<file path="src/rtl/da_pkg.sv">
// Shared definitions for the bit-serial distributed-arithmetic front end.
package da_pkg;

  localparam int DA_TAPS   = 3;
  localparam int LUT_W     = 3;
  localparam int DEFAULT_B = 8;

  typedef logic [0:0] state_t;
  localparam state_t IDLE  = 1'b0;
  localparam state_t SHIFT = 1'b1;

endpackage

</file>
<file path="src/rtl/da_serial_acc.sv">
// Serializes three samples LSB first into an external DA coefficient LUT
// and shift-accumulates the returned partial sums into y = 2*x0 + 3*x1 + x2.
module da_serial_acc
  import da_pkg::*;
#(
  parameter int B         = DEFAULT_B,
  parameter bit SIGNED_IN = 1'b0
) (
  input  logic               clk,
  input  logic               reset,
  input  logic               in_valid,
  output logic               in_ready,
  input  logic [B-1:0]       x0,
  input  logic [B-1:0]       x1,
  input  logic [B-1:0]       x2,
  output logic [DA_TAPS-1:0] table_in,
  input  logic [LUT_W-1:0]   table_out,
  output logic [B+2:0]       y,
  output logic               out_valid
);

  localparam int CW = $clog2(B);

  state_t        state;
  logic [B-1:0]  sr0, sr1, sr2;
  logic [CW-1:0] cnt;
  logic [B+2:0]  acc;
  logic [B+2:0]  p;
  logic [B+2:0]  acc_next;
  logic          last_bit;

  assign in_ready = (state == IDLE);

  // Shift registers are empty whenever the block is idle, so the address is
  // taken straight from flops and reads zero outside SHIFT.
  assign table_in = {sr2[0], sr1[0], sr0[0]};

  always_comb begin
    last_bit = (state == SHIFT) && (cnt == CW'(B - 1));
    p        = (B + 3)'(table_out) << cnt;
    if (SIGNED_IN && last_bit) begin
      acc_next = acc - p;
    end else begin
      acc_next = acc + p;
    end
  end

  always_ff @(posedge clk) begin
    if (reset) begin
      state     <= IDLE;
      sr0       <= '0;
      sr1       <= '0;
      sr2       <= '0;
      cnt       <= '0;
      acc       <= '0;
      y         <= '0;
      out_valid <= 1'b0;
    end else begin
      out_valid <= 1'b0;
      if (state == IDLE) begin
        if (in_valid) begin
          sr0   <= x0;
          sr1   <= x1;
          sr2   <= x2;
          acc   <= '0;
          cnt   <= '0;
          state <= SHIFT;
        end
      end else begin
        acc <= acc_next;
        sr0 <= sr0 >> 1;
        sr1 <= sr1 >> 1;
        sr2 <= sr2 >> 1;
        cnt <= cnt + CW'(1);
        if (last_bit) begin
          y         <= acc_next;
          out_valid <= 1'b1;
          state     <= IDLE;
        end
      end
    end
  end

endmodule

</file>
<file path="config.mk">
export PLATFORM = sky130hd
export DESIGN_NAME = da_serial_acc
export DESIGN_NICKNAME = d
export VERILOG_FILES = /design/src/rtl/da_pkg.sv /design/src/rtl/da_serial_acc.sv
export SDC_FILE = /design/constraint.sdc
export NUM_CORES = 1
export LEC_CHECK = 0
export CAP_MARGIN = 20
export CORE_ASPECT_RATIO = 1.25
export CORE_MARGIN = 2
export CORE_UTILIZATION = 50
export CTS_BUF_LIST = sky130_fd_sc_hd__clkbuf_2 sky130_fd_sc_hd__clkbuf_4 sky130_fd_sc_hd__clkbuf_8
export DETAILED_ROUTE_END_ITERATION = 10
export HOLD_SLACK_MARGIN = 0.06
export PLACE_DENSITY_LB_ADDON = 0.05
export SLEW_MARGIN = 25
export SYNTH_ARGS = -nofsm -noshare
export SYNTH_HDL_FRONTEND = slang
export SYNTH_SLANG_ARGS = --single-unit
</file>
<file path="constraint.sdc">
create_clock -name clk -period 2.9 [get_ports clk]
set_clock_uncertainty 0.15 [all_clocks]
set_input_delay 0.58 -clock clk [delete_from_list [all_inputs] [get_ports clk]]
set_output_delay 0.58 -clock clk [all_outputs]
set_load 0.005 [all_outputs]
</file>
### Yosys cells after proc, flatten, opt, wreduce, memory -nomap -nowiden

Cells that the tools add are included.

* bits in registers: 51
* latch bits: 0
* RAM bits: 0
* bits in read-only memories: 0
* word-level logic and storage cells: 35
* memories kept: 0

* $add $sub $neg: 2
* multipliers: 0
* divide/modulo/power cells: 0
* magnitude comparators: 0
* equal/unequal tests: 1
* shift-type cells: 1
* mux-type cells: 14
* bitwise gates (word level): 1
* reduce and logical (&&, ||, !) cells: 5

Operators by type and width (number)
* two-way mux 7 bit: 6
* two-way mux 11 bit: 2
* adder 11 bit: 1
* left shift 3 x 3 -> 11 bit: 1
* two-way mux 3 bit: 2
* two-way mux 1 bit: 4
* OR reduction 2 bit: 2
* adder 3 x 1 -> 3 bit (second input constant): 1
* equality test 3 bit (second input constant): 1
* AND reduction 2 bit: 1
* nonzero test 2 bit: 1
* logical AND 1 bit: 1
* NOT 1 bit: 1

### Longest topological paths before layout

Gate-level depths: netlist of the first run.

* depth after elaboration: 4
* depth in mapped cells: 11

### Worst setup path after synthesis of the first run

Ideal clock, no wire load.

* kind: register to register
* from: register cnt[1]
* to: register y[8]
* arrival time: 2382 ps
* data required time: 2628 ps
* slack: 246 ps
* cell stages (with the launch flop): 12
* period minus slack after synthesis: 2654 ps
* path through: dfxtp_1 -> clkbuf_1 -> mux2_2 -> nand2_1 -> o21ai_0 -> nor2b_1 -> ha_1 -> nand2_2 -> o211ai_4 -> a31oi_4 -> and4_1 -> a311o_1

* longest elaborated chain between the ends: 3
* elaborated cells on any way between the ends: 5
* those cells by class: 1 x add/sub; 1 x eq/ne; 1 x shift; 2 x reduce/logical

Ends and longest elaborated chain
* start: declaration: RTL line da_serial_acc.sv:26 `logic [CW-1:0] cnt;`
* start signal: assignment: RTL line da_serial_acc.sv:74 `cnt <= cnt + CW'(1);`
* branches (longest 3 deep; another with adder 11 bit)
* end signal: assignment: RTL line da_serial_acc.sv:76 `y <= acc_next;`
* end: declaration: RTL line da_serial_acc.sv:18 `output logic [B+2:0] y,`

Several ways; the timed one is not identified.
A chain may end at the register's enable or synchronous reset.

### Final worst setup path of the first run

* from: register cnt[0]
* to: register y[8]

Same word-level chain as after synthesis.

==> out/metrics.yaml, run 1 <==
rsz0062_at_grt: "no"
worst_skew_pair.late_latency_ps: 300
whs_endpoint: "y[6]"
synth.area.mux_share: 0.116
first_pass_iters: 5
synthSimpleGateAreaFrac: 0.215
rows: 29
cpMostUsedCell: "buf_4"
max_stage_delay_ps: 450
ys.flop_type: "dfxtp_1"
antennaDiodeCount: 0
grt_overflow: 0
postRouteAntennaNets: 0
synth-seq-cells: 51
start_kind: "flip-flop"
syn-mean-instance-area_um2: 8.26
track_usage: 0.198
min_delay_path_depth: 2
hold_path.startpoint: "y[6]"
synth.area.top_cells: "dfxtp_1 (38%), mux2i_1 (11%), nor2_1 (8.4%)"
cp.depth: 10
finalNetCount: 422
crit_required_ps: 2940
synth.distinct_cells: 44
dp_cells: 433
drcViolationCount: 0
crit_arrival_ps: 2650
syn_nets: 369
cp.buffers_inverters: 2
rrSetupSlack_ps: 280
holdWs_ps: 306
yosysMostFrequentCell: "nor2_1"
die_h_um: 86.0
io_pins: 46
synthArstFlopShare: 0
synth_top_family_by_area: "simple AND/OR/NAND/NOR gates"
synth-compound-area-share: 0.165
routabilityCongestion: 0.896
clock-sinks: 51
synth_xor_area_frac: 0.0163
yosys_warnings: 0
grt_pass1_vias: 2211
drive_gt1_frac: 0.137
critPathKind: "reg -> reg"
cp_top_family: "compound AO/OA/AOI/OAI gates"
cts_tree: "done"
fillCellCount: 448
p_leak_nw: 1.53
ff2ff_path_depth: 10
cp_cell_sequence: "buf_4, o21ai_0, nor3b_2, ha_1, a21oi_1, buf_4, o211ai_4, a31oi_4, and4_1, a311o_1"
postSynthCellCount: 326
cap_violations: 0
hp-class: "reg -> reg"
crit_path_top_delay_cell: "dfxtp_1"
finalWirelength_mm: 5.84
htree_levels: 2
die_area_um2: 5990
clkTransAtPathRegs_ps: 90
path_max_fanout: 6
r2r-start: "cnt[0]"
status: "finished clean"
cts_root_buf: "clkbuf_8"
antenna_found_initial: 0
slew_headroom: 0.453
seq_area_um2: 1020
multiInputGateArea_um2: 1620
core_um2: 5150
synth_edf_count: 0
layout.cells.non_filler: 441
finalSetupViolCount: 0
viasPerCell: 5.38
synthTopCellsByCount: "nor2_1 (60), dfxtp_1 (51), a21oi_1 (41)"
power-per-cell-area_nw_per_um2: 417
final_cell_area_um2: 3490
vias: 2373
dp_hpwl_mm: 4.17
max-vdd-ir-drop_mv: 0.339
syn_area_um2: 2690
netlist.area_leader.share: 0.379
port_buffers: 45
drv_slew: 0
place_area_um2: 3290
ys_seq_area_frac: 0.379
grt_first_pass_wirelength_mm: 9.70
end_kind: "flip-flop"
max_freq_ghz: 0.382
max_slew.worst_pin.slew_ps: 815
finalCriticalPeriod_ps: 2620
numCtsBuffers: 5
utilization: 0.677
start_util: 0.523
area_growth_pct: 29.5
r2r_end: "y[8]"
post_drt_wl_per_cell_um: 13.2
die_width_um: 69.6
finalCritPeriodShare: 0.902
hold_viol: 0
cts.path.max_buffers: 2
yosysTopAreaCell: "dfxtp_1"
drt_iter0_drc: 128
grt_max_degree: 51
synth_fa_ha_area_frac: 0.0632
[repair_timing]
| action | 4_1_cts | 5_1_grt |
|---|---|---|
| endpoints found under the setup margin | 0 | 7 |
| buffers inserted | 0 | 1 |
| hold buffers | 0 | 0 |
| gates resized for setup | 0 | 17 |
[through the flow]
step / setup TNS, ps / power, mW / setup slack, ps
floorplan: 0 / 0.891 / 246
global placement: -1920 / 0.973 / -238
detailed placement: -2130 / 0.977 / -259
CTS: 0 / 1.47 / 12.1
global route: 0 / 1.53 / 147
finish: 0 / 1.45 / 284
[cell type report]
class,instances,share of cell area
Clock buffer,6,0.0219
Clock inverter,1,0.00861
Inverter,5,0.00538
Multi-Input combinational cell,246,0.465
Sequential cell,51,0.293
Tap cell,62,0.0222
Timing Repair Buffer,70,0.184
[power by group]
group	total (mW)	switching, mW	internal [mW]
combinational	0.221	0.108	0.112
sequential	0.744	0.0179	0.726
clock	0.489	0.226	0.263
[worst max path at each step]
stage / start / end / slack [ps]
3_3_place_gp: table_out[0] / acc[10] / -240
6_report: cnt[0] / y[8] / 280
2_1_floorplan: cnt[1] / y[8] / 250
3_5_place_dp: table_out[0] / acc[10] / -260
4_1_cts: table_out[0] / acc[10] / 10
5_1_grt: cnt[0] / y[8] / 150
[routing by layer]
layer	track usage	part of all wire
met1	0.236	0.45
met2	0.365	0.51
met3	0.0329	0.027
met4	0.0612	0.012
met5	0	0
[logic make-up (layout without fill, tap and decap cells)]
kind of cell               after synthesis  in the layout
muxes                                   31             31
and+or+nand+nor                        127            127
xor gates and xnor gates                 5              5
adders and majority gates               13             13
AOI/OAI and AO/OA                       70             70
DFF                                     51             51
buffers and inverters                   29             82
[tightest hold or removal path, cell delays in order, from the launching register on]
cell,delay [ps]
dfxtp_1,320
nand2_1,50
a21oi_1,50
[registers in the layout (all words and copies together) (netlist names)]
register   count
acc           11
state          1
sr2            8
out_valid      1
sr1            8
sr0            8
cnt            3
y             11
[cell usage in the layout (no fill, tap or decap), types with 5 or more instances in the layout]
cell type,n
a21oi_1,39
buf_4,25
clkbuf_8,5
clkdlybuf4s50_1,41
dfxtp_1,50
ha_1,10
inv_1,5
mux2i_1,30
nand2_1,27
nor2_1,59
nor3_1,10
nor3b_1,6
o21ai_0,6
Power figures use the tool's default switching activity.
==> run 2, diff against run 1 <==
--- a/config.mk
+++ b/config.mk
@@ -5,7 +5,6 @@
 export SDC_FILE = /design/constraint.sdc
 export NUM_CORES = 1
 export LEC_CHECK = 0
-export CAP_MARGIN = 20
 export CORE_ASPECT_RATIO = 1.25
 export CORE_MARGIN = 2
 export CORE_UTILIZATION = 50
==> results of run 2 <==
The final DEF is identical to that of run 1; final timing and power are the same.
